--- src/rtl/apb_port_scheduler.sv ---
// Shares one APB master port between the write and read engines: per-beat arbitration
// with burst lock and bounded preemption, two-window PSEL decode, PREADY timeout.
module apb_port_scheduler #(
  parameter int          ADDR_WIDTH  = 32,
  parameter int          DATA_WIDTH  = 32,
  parameter logic [19:0] SLV0_PAGE   = 20'h0001F,
  parameter logic [19:0] SLV1_PAGE   = 20'h0002F,
  parameter int          MAX_BURST   = 4,
  parameter int          TIMEOUT_CYC = 16
) (
  input  logic                  clk,
  input  logic                  rst_n,
  input  logic                  w_req_i,
  input  logic [ADDR_WIDTH-1:0] w_addr_i,
  input  logic [DATA_WIDTH-1:0] w_wdata_i,
  input  logic                  w_last_i,
  output logic                  w_done_o,
  output logic                  w_err_o,
  input  logic                  r_req_i,
  input  logic [ADDR_WIDTH-1:0] r_addr_i,
  input  logic                  r_last_i,
  output logic                  r_done_o,
  output logic [DATA_WIDTH-1:0] r_rdata_o,
  output logic                  r_err_o,
  output logic [1:0]            gnt_o,
  output logic [ADDR_WIDTH-1:0] paddr_o,
  output logic [DATA_WIDTH-1:0] pwdata_o,
  output logic                  pwrite_o,
  output logic [1:0]            psel_o,
  output logic                  penable_o,
  input  logic [DATA_WIDTH-1:0] prdata_i,
  input  logic                  pready_i,
  input  logic                  pslverr_i
);

  localparam logic [1:0] ST_IDLE   = 2'd0;
  localparam logic [1:0] ST_SETUP  = 2'd1;
  localparam logic [1:0] ST_ACCESS = 2'd2;
  localparam logic [1:0] ST_DERR   = 2'd3;

  localparam logic OWN_W = 1'b0;
  localparam logic OWN_R = 1'b1;

  localparam int BW = $clog2(MAX_BURST + 1);
  localparam int TW = $clog2(TIMEOUT_CYC + 2);
  localparam logic [BW-1:0] BURST_MAX = BW'(MAX_BURST);
  localparam logic [TW-1:0] TMO_LAST  = TW'((TIMEOUT_CYC > 0) ? TIMEOUT_CYC - 1 : 0);

  logic [1:0]            state_q, state_d;
  logic                  own_q, own_d;
  logic                  last_gnt_q, last_gnt_d;
  logic [BW-1:0]         beat_cnt_q, beat_cnt_d;
  logic                  locked_q, locked_d;
  logic [TW-1:0]         tmo_cnt_q, tmo_cnt_d;
  logic [ADDR_WIDTH-1:0] paddr_q, paddr_d;
  logic [DATA_WIDTH-1:0] pwdata_q, pwdata_d;
  logic                  pwrite_q, pwrite_d;
  logic [1:0]            psel_q, psel_d;
  logic                  penable_q, penable_d;

  logic                  own_req, oth_req, grant, win, win_last;
  logic [ADDR_WIDTH-1:0] win_addr;
  logic [1:0]            dec_sel;
  logic                  tmo_hit, acc_done, beat_done, beat_err;

  assign own_req = (last_gnt_q == OWN_R) ? r_req_i : w_req_i;
  assign oth_req = (last_gnt_q == OWN_R) ? w_req_i : r_req_i;

  // Lock keeps the burst owner only until it has used MAX_BURST beats while the other waits.
  always_comb begin
    grant = 1'b0;
    win   = last_gnt_q;
    if (locked_q && own_req && ((beat_cnt_q < BURST_MAX) || !oth_req)) begin
      grant = 1'b1;
      win   = last_gnt_q;
    end else if (w_req_i && r_req_i) begin
      grant = 1'b1;
      win   = ~last_gnt_q;
    end else if (w_req_i) begin
      grant = 1'b1;
      win   = OWN_W;
    end else if (r_req_i) begin
      grant = 1'b1;
      win   = OWN_R;
    end
  end

  assign win_addr = (win == OWN_R) ? r_addr_i : w_addr_i;
  assign win_last = (win == OWN_R) ? r_last_i : w_last_i;

  always_comb begin
    dec_sel = 2'b00;
    if (win_addr[31:12] == SLV0_PAGE)      dec_sel = 2'b01;
    else if (win_addr[31:12] == SLV1_PAGE) dec_sel = 2'b10;
  end

  assign tmo_hit   = (TIMEOUT_CYC != 0) && !pready_i && (tmo_cnt_q == TMO_LAST);
  assign acc_done  = (state_q == ST_ACCESS) && (pready_i || tmo_hit);
  assign beat_done = acc_done || (state_q == ST_DERR);
  assign beat_err  = (state_q == ST_DERR) || !pready_i || pslverr_i;

  assign w_done_o  = beat_done && (own_q == OWN_W);
  assign r_done_o  = beat_done && (own_q == OWN_R);
  assign w_err_o   = w_done_o && beat_err;
  assign r_err_o   = r_done_o && beat_err;
  assign r_rdata_o = (r_done_o && (state_q == ST_ACCESS) && pready_i) ? prdata_i : '0;
  assign gnt_o     = (state_q == ST_IDLE) ? 2'b00 : ((own_q == OWN_R) ? 2'b10 : 2'b01);

  assign paddr_o   = paddr_q;
  assign pwdata_o  = pwdata_q;
  assign pwrite_o  = pwrite_q;
  assign psel_o    = psel_q;
  assign penable_o = penable_q;

  always_comb begin
    state_d    = state_q;
    own_d      = own_q;
    last_gnt_d = last_gnt_q;
    beat_cnt_d = beat_cnt_q;
    locked_d   = locked_q;
    tmo_cnt_d  = tmo_cnt_q;
    paddr_d    = paddr_q;
    pwdata_d   = pwdata_q;
    pwrite_d   = pwrite_q;
    psel_d     = psel_q;
    penable_d  = penable_q;
    case (state_q)
      ST_IDLE: begin
        if (grant) begin
          own_d      = win;
          last_gnt_d = win;
          locked_d   = !win_last;
          tmo_cnt_d  = '0;
          if (win == last_gnt_q)
            beat_cnt_d = (beat_cnt_q < BURST_MAX) ? beat_cnt_q + 1'b1 : beat_cnt_q;
          else
            beat_cnt_d = BW'(1);
          if (dec_sel != 2'b00) begin
            state_d  = ST_SETUP;
            paddr_d  = win_addr;
            pwdata_d = (win == OWN_W) ? w_wdata_i : '0;
            pwrite_d = (win == OWN_W);
            psel_d   = dec_sel;
          end else begin
            state_d  = ST_DERR;
          end
        end
      end
      ST_SETUP: begin
        state_d   = ST_ACCESS;
        penable_d = 1'b1;
      end
      ST_ACCESS: begin
        if (acc_done) begin
          state_d   = ST_IDLE;
          paddr_d   = '0;
          pwdata_d  = '0;
          pwrite_d  = 1'b0;
          psel_d    = 2'b00;
          penable_d = 1'b0;
        end else begin
          tmo_cnt_d = tmo_cnt_q + 1'b1;
        end
      end
      default: state_d = ST_IDLE;
    endcase
  end

  always_ff @(posedge clk or negedge rst_n) begin
    if (!rst_n) begin
      state_q    <= ST_IDLE;
      own_q      <= OWN_W;
      last_gnt_q <= OWN_R;
      beat_cnt_q <= '0;
      locked_q   <= 1'b0;
      tmo_cnt_q  <= '0;
      paddr_q    <= '0;
      pwdata_q   <= '0;
      pwrite_q   <= 1'b0;
      psel_q     <= 2'b00;
      penable_q  <= 1'b0;
    end else begin
      state_q    <= state_d;
      own_q      <= own_d;
      last_gnt_q <= last_gnt_d;
      beat_cnt_q <= beat_cnt_d;
      locked_q   <= locked_d;
      tmo_cnt_q  <= tmo_cnt_d;
      paddr_q    <= paddr_d;
      pwdata_q   <= pwdata_d;
      pwrite_q   <= pwrite_d;
      psel_q     <= psel_d;
      penable_q  <= penable_d;
    end
  end

  // A pending beat must stay unchanged until its done pulse.
  a_w_hold: assert property (@(posedge clk) disable iff (!rst_n)
    (w_req_i && !w_done_o) |=> (w_req_i && $stable(w_addr_i) && $stable(w_wdata_i) && $stable(w_last_i)));
  a_r_hold: assert property (@(posedge clk) disable iff (!rst_n)
    (r_req_i && !r_done_o) |=> (r_req_i && $stable(r_addr_i) && $stable(r_last_i)));

endmodule
--- config.mk ---
export PLATFORM = sky130hd
export DESIGN_NAME = apb_port_scheduler
export DESIGN_NICKNAME = d
export VERILOG_FILES = /design/src/rtl/apb_port_scheduler.sv
export SDC_FILE = /design/constraint.sdc
export NUM_CORES = 1
export LEC_CHECK = 0
export ABC_AREA = 1
export BUFFER_PORTS_ARGS = -buffer_cell sky130_fd_sc_hd__buf_2
export CORE_AREA = 2 2 103 105
export DETAILED_ROUTE_END_ITERATION = 8
export DIE_AREA = 0 0 105 107
export GPL_TIMING_DRIVEN = 0
export PLACE_DENSITY_LB_ADDON = 0.12
export SYNTH_ARGS = -nofsm -noshare
export SYNTH_HDL_FRONTEND = slang
export SYNTH_SLANG_ARGS = --single-unit
--- constraint.sdc ---
create_clock -name clk -period 2.95 [get_ports clk]
set_clock_uncertainty 0.15 [all_clocks]
set_input_delay 0.295 -clock clk [delete_from_list [all_inputs] [get_ports clk]]
set_output_delay 0.295 -clock clk [all_outputs]
set_load 0.02 [all_outputs]
==> flow_summary.json, run 1 <==
{
  "vias": 4988,
  "port_buffers": 241,
  "ys_seq_elements": 81,
  "cp-start-kind": "flip-flop",
  "cts_tree": "yes",
  "final_area_um2": 6357,
  "cp_data_required_time_ns": 2.51,
  "ys_types": 31,
  "finalNonFillerCells": 1048,
  "root_buffer": "clkbuf_8",
  "antenna_cells": 0,
  "multi_input_area_um2": 2108,
  "r2r_cells": 16,
  "dp_slack_ns": 0.03039,
  "drt_iter0_drc": 282,
  "wire_per_inst_um": 13.23,
  "holdPathStages": 5,
  "syn_area_per_cell_um2": 6.988,
  "ys_seq_area_share_pct": 45.14,
  "hpwlAfterDp_mm": 10.41,
  "worstPathMaxFanout": 10,
  "cts_max_level": 3,
  "die_x_um": 105,
  "yosysWarnings": 0,
  "fin_crit_sh_pct": 93.64,
  "firstDrtPassIters": 4,
  "antenna_found_initial": 0,
  "gp_congestion": 0.8285,
  "core_area_um2": 10090,
  "areaGrowthSynthToFinish_pct": 41.49,
  "worst_pin_slew_ns": 0.6212,
  "post-route-util_pct": 62.99,
  "finalSetupViolations": 0,
  "regArea_um2": 2028,
  "p_leak_uw": 0.003984,
  "relSlewSlack_pct": 58.59,
  "vias_per_cell": 4.760,
  "holdWs_ns": 0.1212,
  "dp.cells": 1021,
  "syn-cell-area_um2": 4493,
  "path_class": "reg2out",
  "antenna_left": 0,
  "drive_gt1_share_pct": 33.77,
  "worst_slack_ns": 0.1875,
  "groute.usage.overall_pct": 23.71,
  "start_util_pct": 44.52,
  "n_fill_cell": 978,
  "finalMaxSlewViolations": 0,
  "cts_buffer_depth": 2,
  "rsz0062_at_grt": "no",
  "routed_wl_mm": 13.86,
  "final_nets": 1046,
  "row_count": 37,
  "pin_count": 242,
  "drc": 0,
  "clock_latency_ns": 0.34,
  "period_needed_ns": 2.762,
  "p_per_area_nw_per_um2": 1014,
  "grt_max_degree": 49,
  "ir_drop_uv": 430.7,
  "final_hold_viol_count": 0,
  "hold_path.class": "in2reg",
  "dpl_cell_area_um2": 5904,
  "max_freq_mhz": 362.0,
  "cp.arrival_ns": 2.32,
  "grt_pass1_wl_mm": 21.47,
  "cts-buffers-inserted": 9,
  "gr-total-overflow": 0,
  "grt_pass1_vias": 4518,
  "worstSetupEndpointType": "output pin",
  "clkSinkCount": 81,
  "syn_inst": 643,
  "path_clk_slew_ns": 0.09,
  "maxCapViolations": 0,
  "die-area_um2": 11240,
  "synth_nets": 782,
  "die_h_um": 107,
  "status": "finished clean"
}
[layout make-up]
class                      instances  area share (%)
multi-input combinational        456           33.16
sequential                        81           31.90
timing repair buffer             252           21.14
inverter                          71           4.192
buffer                            36           3.562
tap                              136           2.677
clock buffer                      10           2.165
clock inverter                     6           1.201
[cell families after synthesis]
kind of cell	share of synthesized area, %
AO/OA/AOI/OAI	6.489
XOR/XNOR	0.3899
adder cells (fa/ha/maj)	0.8355
AND/OR/NAND/NOR	36.81
flip-flops	45.14
buffers and inverters	10.33
[synthesized netlist by cell type]
cell type	instances	area, um2
ha_1	3	37.54
buf_4	2	15.01
dfstp_2	1	26.28
a21oi_1	6	30.03
o21ai_1	2	10.01
o22ai_1	1	6.260
a21boi_0	10	75.07
nand4_1	1	6.260
dfrtp_1	80	2002
o22a_1	1	8.760
inv_1	70	262.8
buf_2	8	40.04
nand2_1	210	788.3
xor2_1	2	17.52
nand3_1	63	315.3
nand2_4	3	33.78
nand2_2	4	25.02
a22o_1	1	8.760
clkbuf_1	20	75.07
nor2_1	112	420.4
nand3b_1	1	7.510
inv_2	1	3.750
o21ai_0	20	100.1
a21boi_1	4	30.03
a21o_1	2	15.01
nor3_1	3	15.01
nand3_2	3	30.03
and3_1	1	6.260
buf_6	6	67.56
a211oi_1	1	7.510
nor2_2	1	6.260
[final timing paths]
check,start,to,slack [ns]
hold / removal,w_wdata_i[28],pwdata_o[28]$_DFFE_PN0P_,0.12
hold reg to reg,pwdata_o[28]$_DFFE_PN0P_,pwdata_o[28]$_DFFE_PN0P_,0.32
max in group asynchronous,rst_n,paddr_o[24]$_DFFE_PN0P_,1.77
setup reg to reg,last_gnt_q$_DFFE_PN1P_,paddr_o[11]$_DFFE_PN0P_,0.19
min in group asynchronous,rst_n,pwdata_o[27]$_DFFE_PN0P_,0.29
setup / recovery,tmo_cnt_q[0]$_DFFE_PN0P_,r_rdata_o[27],0.19
[repair_timing]
item | CTS | global route
cloned | 0 | 2
hold buffers | 1 | 0
endpoints found under the setup margin | 32 | 98
pin swaps | 0 | 7
resized for setup | 6 | 30
buffers inserted | 0 | 8
endpoints found under the hold margin | 32 | 0
[worst max-delay path, cell delays in order (launching register included)]
cell,delay (ns)
dfrtp_1,0.42
ha_1,0.23
and3_1,0.19
ha_1,0.19
nor2_1,0.10
inv_1,0.09
o21ai_4,0.17
nor2_1,0.08
nand3_2,0.11
clkbuf_4,0.20
nor2_1,0.05
buf_2,0.15
[sequential cells by signal, indices dropped and copies added (netlist names)]
signal,count
state_q,2
pwdata_o,32
last_gnt_q,1
tmo_cnt_q,5
pwrite_o,1
own_q,1
locked_q,1
paddr_o,32
penable_o,1
psel_o,2
beat_cnt_q,3
[stage by stage]
step	power, uW	setup TNS [ns]
after global placement	5190	-18.46
final	6444	0
after global routing	6976	0
after CTS	6163	0
after floorplan	4138	0
after detailed placement	5275	0
[per-layer routing]
metal / wire length (um) / track usage (%)
met1: 6075 / 30.83
met2: 6628 / 39.84
met3: 1008 / 5.897
met4: 150 / 5.905
met5: 0 / 0
[cell usage in the layout, fill, tap and decap left out, types with 4 or more instances in the layout]
cell      Yosys  routed
clkinv_4      0       4
a21boi_0     10      10
nand3_4       0       4
buf_6         6       6
clkbuf_1     20      17
a21oi_1       6       6
a21boi_1      4       4
o21ai_0      20      19
nand2_1     210     208
dfrtp_1      80      80
nand3_1      63      61
buf_2         8     244
nor2_1      112     110
buf_4         2      12
nand2_2       4       4
nand2_4       3       4
clkbuf_4      0       4
clkbuf_8      0      10
inv_1        70      70
[power breakdown]
group          switching, uW  leakage (uW)  internal, uW
registers                225       0.00107          1490
logic                   2550       0.00280          1330
clock network            427      0.000109           426
total                   3200       0.00398          3240
Power figures use the tool's default switching activity.
==> run 2, diff against run 1 <==
==> constraint.sdc (replaced) <==
create_clock -name clk -period 2.95 [get_ports clk]
set_clock_uncertainty 0.15 [all_clocks]
set_input_delay 0.4425 -clock clk [delete_from_list [all_inputs] [get_ports clk]]
set_output_delay 0.4425 -clock clk [all_outputs]
set_load 0.02 [all_outputs]
==> run 2 against run 1 <==
Register-to-register slack barely moved. Final area rose by 0.91%. Routed wire length rose by 0.78%. Largest power group unchanged. Worst setup slack got worse by 0.073 ns. Cell count rose by 0.38%. Critical path depth did not move. Worst hold slack improved by 0.14 ns.
==> flow_summary.json, run 2 (same netlist as run 1, synthesis figures left out) <==
{
  "most-common-layout-cells": "242 x buf_2, 208 x nand2_1, 108 x nor2_1, 80 x dfrtp_1, 69 x inv_1",
  "antenna_found_initial": 0,
  "rsz0062_at_grt": "yes",
  "r2r_cells": 17,
  "hold_path.class": "in2reg",
  "vias": 5031,
  "cp_common_cell": "nor2_1",
  "drive_gt1_share_pct": 34.50,
  "final_common_cell": "buf_2",
  "timing.rr.end": "paddr_o[15]$_DFFE_PN0P_",
  "cp_slowest_cell": "dfrtp_1",
  "clkSinkCount": 81,
  "path_clk_slew_ns": 0.09,
  "relSlewSlack_pct": 55.38,
  "crit_path_end": "r_rdata_o[20]",
  "maxCapViolations": 0,
  "wire_per_inst_um": 13.28,
  "gp_congestion": 0.8285,
  "cts-buffers-inserted": 9,
  "cp-start-kind": "flip-flop",
  "cts_buffer_depth": 2,
  "vias_per_cell": 4.782,
  "post-route-util_pct": 63.56,
  "crit_family": "simple AND/OR/NAND/NOR gates",
  "start_util_pct": 44.52,
  "worstPathMaxFanout": 7,
  "drt_iter0_drc": 293,
  "areaGrowthSynthToFinish_pct": 42.77,
  "die-area_um2": 11240,
  "antenna_left": 0,
  "port_buffers": 241,
  "finalSetupViolations": 0,
  "worst_pin_slew_ns": 0.6671,
  "p_per_area_nw_per_um2": 1003,
  "final_area_um2": 6415,
  "holdWs_ns": 0.2655,
  "cp.buffers_inverters": 3,
  "finalNonFillerCells": 1052,
  "die_x_um": 105,
  "fin_crit_sh_pct": 96.12,
  "grt_pass1_wl_mm": 21.49,
  "critical_path.startpoint": "tmo_cnt_q[0]$_DFFE_PN0P_",
  "drc": 0,
  "cp.depth": 11,
  "cts_max_level": 3,
  "finalMaxSlewViolations": 0,
  "clock_latency_ns": 0.35,
  "cp_data_required_time_ns": 2.36,
  "max_freq_mhz": 352.7,
  "grt_pass1_vias": 4515,
  "finalSetupTns_ns": 0,
  "pin_count": 242,
  "ir_drop_uv": 420.1,
  "cp.arrival_ns": 2.24,
  "status": "finished clean",
  "die_h_um": 107,
  "crit_chain": "ha_2 > and3_1 > ha_1 > nor2_1 > inv_2 > o21ai_2 > nor2_2 > nand3_4 > buf_6 > nor2_1 > buf_2",
  "grt_max_degree": 49,
  "final_hold_viol_count": 0,
  "final_nets": 1050,
  "period_needed_ns": 2.836,
  "path_class": "reg2out",
  "worstSetupEndpointType": "output pin",
  "routed_wl_mm": 13.97,
  "r2r_slack_ns": 0.20,
  "root_buffer": "clkbuf_8",
  "worst_r2r_startpoint": "last_gnt_q$_DFFE_PN1P_",
  "hpwlAfterDp_mm": 10.41,
  "n_fill_cell": 969,
  "firstDrtPassIters": 5,
  "dp.cells": 1021,
  "gr-total-overflow": 0,
  "slowest_delay_ns": 0.42,
  "core_area_um2": 10090,
  "antenna_cells": 0,
  "dpl_cell_area_um2": 5904,
  "cts_tree": "yes",
  "groute.usage.overall_pct": 23.74,
  "row_count": 37,
  "p_leak_uw": 0.004004
}
## run 2: through the flow
step	power (uW)	worst slack (ns)
final	6431	0.1144
after global routing	6964	-0.02636
after CTS	6177	0.02974
after detailed placement	5275	-0.09405
after global placement	5190	-0.3541
after floorplan	4138	0.1961
## run 2: layout make-up
class | count | area, um2 | area share [%]
clock inverter | 6 | 76.32 | 1.190
timing repair buffer | 256 | 1380 | 21.51
sequential | 81 | 2028 | 31.62
buffer | 36 | 235.2 | 3.667
multi-input combinational | 456 | 2121 | 33.06
clock buffer | 10 | 137.6 | 2.146
tap | 136 | 170.2 | 2.653
inverter | 71 | 266.5 | 4.154
## run 2: power breakdown
group / switching, uW / internal, uW / total, uW / leakage (uW)
logic: 2550 / 1310 / 3860 / 0.00282
clock network: 431 / 426 / 857 / 0.000109
registers: 224 / 1490 / 1710 / 0.00107
total: 3210 / 3220 / 6430 / 0.00400
## run 2: worst min path at each step
stage	startpoint	end	cells after the start
floorplan	rst_n	beat_cnt_q[0]$_DFFE_PN0P_	0
global placement	pwdata_o[25]$_DFFE_PN0P_	pwdata_o[25]$_DFFE_PN0P_	2
detailed placement	rst_n	pwdata_o[27]$_DFFE_PN0P_	1
CTS	w_wdata_i[31]	pwdata_o[31]$_DFFE_PN0P_	5
global route	r_last_i	locked_q$_DFFE_PN0P_	3
finish	w_wdata_i[28]	pwdata_o[28]$_DFFE_PN0P_	5
## run 2: per-layer routing
layer	track usage, %	wire length [um]	vias to the layer above
li1	-	-	2509
met2	39.89	6662	202
met3	5.897	1072	16
met4	5.905	178	0
met1	30.87	6058	2304
met5	0	0	-
## run 2: tightest hold or removal path, stage by stage
cell	delay [ns]
buf_2	0.10
nand2_1	0.05
nor2_1	0.03
nand3_1	0.06
nand2_1	0.05
## run 2: what timing repair did
action / CTS / global route
gates resized for setup: 10 / 40
hold buffers: 1 / 0
endpoints found under the hold margin: 32 / 0
buffers inserted: 1 / 8
gates cloned: 0 / 5
endpoints found under the setup margin: 34 / 98
pin swaps: 1 / 9
==> run 3, diff against run 2 <==
ABC_AREA = default   (was 1)
CORE_AREA = 2 2 102 104   (was 2 2 103 105)
DIE_AREA = 0 0 104 106   (was 0 0 105 107)
MAX_ROUTING_LAYER = met4   (was default)
==> run 3 against run 2 <==
The run now ends with negative setup slack left. Sequential share of layout area up 1.1 points. Clock power down 4.8%. Die area down 1.9%. Combinational power down 64%. Critical path depth down 2. Sequential power down 27%. Worst setup slack worse by 0.14 ns. Fmax down 4.6%. Largest power group unchanged. Routed wire length down 12%. Cell count down 20%. Via count down 16%. Utilization down 1.6 points.
==> flow_summary.json, run 3 <==
{
  "status": "finished with violations",
  "violations": "negative setup slack",
  "n_fill_cell": 916,
  "routed_wl_mm": 12.36,
  "worst_pin_slew_ns": 0.8285,
  "cts-buffers-inserted": 9,
  "die_x_um": 104,
  "slowest_delay_ns": 0.40,
  "relSlewSlack_pct": 44.34,
  "ys_types": 48,
  "core_area_um2": 10000,
  "top_layer": "met4",
  "clkSinkCount": 81,
  "crit_family": "simple AND/OR/NAND/NOR gates",
  "max_freq_mhz": 336.4,
  "async_reset_ff_share_pct": 100.0,
  "final_nets": 844,
  "ys_seq_area_share_pct": 46.76,
  "areaGrowthSynthToFinish_pct": 42.89,
  "synth_edf_count": 0,
  "clock_latency_ns": 0.35,
  "cp.depth": 9,
  "fin_crit_sh_pct": 100.8,
  "antenna_left": 0,
  "vias_per_cell": 5.011,
  "period_needed_ns": 2.972,
  "cp-start-kind": "flip-flop",
  "cts_max_level": 3,
  "synthTopCellsByArea": "dfrtp_1 46%, mux2i_1 11%, nand2_1 7.8%, and2_1 4.9%, nor3b_2 4.0%",
  "pin_count": 242,
  "antenna_found_initial": 0,
  "met3WireLength_um": 663,
  "synth_ff_type": "dfrtp_1",
  "firstDrtPassIters": 4,
  "die-area_um2": 11020,
  "syn_area_per_cell_um2": 9.726,
  "cts_tree": "yes",
  "finalMaxSlewViolations": 0,
  "hold_path.class": "in2reg",
  "cp.buffers_inverters": 2,
  "row_count": 37,
  "cts_buffer_depth": 2,
  "syn_inst": 446,
  "synth_nets": 585,
  "cp_common_cell": "and3_4",
  "maxCapViolations": 0,
  "root_buffer": "clkbuf_8",
  "syn-cell-area_um2": 4338,
  "r2r_cells": 11,
  "gr-total-overflow": 0,
  "worst_r2r_startpoint": "tmo_cnt_q[1]$_DFFE_PN0P_",
  "synth_top_cell_area_share_pct": 46.15,
  "worst_slack_ns": -0.02230,
  "crit_path_end": "r_rdata_o[12]",
  "vias": 4239,
  "yosys.area.top_type": "dfrtp_1",
  "final_area_um2": 6198,
  "timing.rr.end": "paddr_o[1]$_DFFE_PN0P_",
  "path_clk_slew_ns": 0.09,
  "crit_chain": "ha_2 > and3_4 > ha_4 > o31a_1 > and2_4 > and3_4 > buf_8 > and2_1 > buf_2",
  "p_leak_uw": 0.003199,
  "dpl_cell_area_um2": 5739,
  "port_buffers": 240,
  "wire_per_inst_um": 14.61,
  "netlist_top_cells_count": "90 x nand2_1, 80 x dfrtp_1, 46 x mux2i_1, 34 x and2_1",
  "ir_drop_uv": 326.6,
  "rsz0062_at_grt": "yes",
  "die_h_um": 106,
  "worstPathMaxFanout": 10,
  "yosysWarnings": 0,
  "grt_pass1_vias": 4021,
  "hpwlAfterDp_mm": 9.303,
  "finalNonFillerCells": 846,
  "drive_gt1_share_pct": 44.08,
  "gp_congestion": 0.7750,
  "path_class": "reg2out",
  "drc": 0,
  "antenna_cells": 0,
  "cp.arrival_ns": 2.38,
  "r2r_slack_ns": 0.29,
  "grt_max_degree": 67,
  "ys_seq_elements": 81,
  "critical_path.startpoint": "tmo_cnt_q[1]$_DFFE_PN0P_",
  "drt_iter0_drc": 232,
  "wl_met2_mm": 6.089,
  "groute.usage.overall_pct": 22.23,
  "final_common_cell": "buf_2",
  "cp_slowest_cell": "dfrtp_1",
  "start_util_pct": 43.38,
  "grt_pass1_wl_mm": 19.41,
  "post-route-util_pct": 61.99,
  "most-common-layout-cells": "225 x buf_2, 90 x nand2_1, 80 x dfrtp_1, 46 x mux2i_1, 23 x and2_1",
  "met1_length_mm": 5.430,
  "worstSetupEndpointType": "output pin",
  "dp.cells": 823,
  "finalSetupViolations": 15,
  "cp_data_required_time_ns": 2.36,
  "p_per_area_nw_per_um2": 559.9,
  "synth_most_common_cell": "nand2_1",
  "final_hold_viol_count": 0
}
run 3: changes by cell type in the layout (fill, tap and decap cells not counted), moves of 10 or more:
cell      before  now
a21o_1         2   12
a21boi_0      10    0
mux2i_1        0   46
nor3b_2        0   14
nand3_1       61   13
inv_1         69    7
buf_2        242  225
nand2_1      208   90
buf_6         12   22
and2_1         0   23
and2_4         0   11
nor2_1       108   17
run 3: worst min path at each step:
stage	startpoint	endpoint	slack, ns	cells past startpoint
after CTS	w_wdata_i[13]	pwdata_o[13]$_DFFE_PN0P_	0.16	3
after global placement	beat_cnt_q[0]$_DFFE_PN0P_	beat_cnt_q[0]$_DFFE_PN0P_	0.32	1
after detailed placement	rst_n	pwdata_o[17]$_DFFE_PN0P_	0.18	1
final	w_wdata_i[5]	pwdata_o[5]$_DFFE_PN0P_	0.17	3
after floorplan	rst_n	beat_cnt_q[0]$_DFFE_PN0P_	-0.003	0
after global routing	w_wdata_i[9]	pwdata_o[9]$_DFFE_PN0P_	0.17	3
run 3: kinds of logic (layout without fill, tap and decap cells):
group	count (synthesis)	in the layout	share of synthesized area, %
buffers and inverters	38	302	4.384
muxes	48	48	11.13
xor gates and xnor gates	4	4	0.8075
AOI/OAI and AO/OA	64	64	10.15
and+or+nand+nor	208	208	25.90
DFF	81	81	46.76
adders and majority gates	3	3	0.8654
run 3: power by group:
part	switching, uW	total [uW]	internal (uW)
clock	400	816	415
combinational	840	1400	562
sequential	65.1	1250	1190
total	1310	3470	2160
run 3: cell type report:
type	instances	area (um2)	share of cell area, %
Clock buffer	12	145.1	2.342
Timing Repair Buffer	248	1405	22.67
Buffer	31	198.9	3.210
Inverter	7	26.28	0.4239
Clock inverter	4	52.55	0.8478
Multi-Input combinational cell	327	2172	35.04
Tap cell	136	170.2	2.745
Sequential cell	81	2028	32.72
run 3: per-layer routing:
layer	vias up	track usage (%)
met5	-	-
met1	2024	29.58
met3	16	3.863
li1	2055	-
met4	0	5.792
met2	144	35.57
run 3: worst min-delay path, delay by kind of cell:
| family | cells | cell delay [ns] |
|---|---|---|
| buffers and inverters | 1 | 0.09 |
| multiplexers | 1 | 0.06 |
| AND/OR/NAND/NOR | 1 | 0.04 |
run 3: through the flow:
step | total power, uW | hold slack [ns] | setup TNS (ns) | setup WS, ns
finish | 3471 | 0.1731 | -0.1475 | -0.02230
global route | 3716 | 0.1732 | -2.630 | -0.1110
CTS | 3432 | 0.1612 | 0 | 0.002537
detailed placement | 2555 | 0.1783 | 0 | 0.06886
global placement | 2516 | 0.3160 | 0 | 0.1079
floorplan | 2127 | -0.003091 | 0 | 0.2473
run 3: repair_timing:
| item | 4_1_cts | 5_1_grt |
|---|---|---|
| resized for setup | 18 | 50 |
| hold endpoints to repair | 15 | 0 |
| buffers inserted | 3 | 3 |
| setup endpoints to repair | 32 | 30 |
| hold buffers | 1 | 0 |
| pin swaps | 1 | 2 |
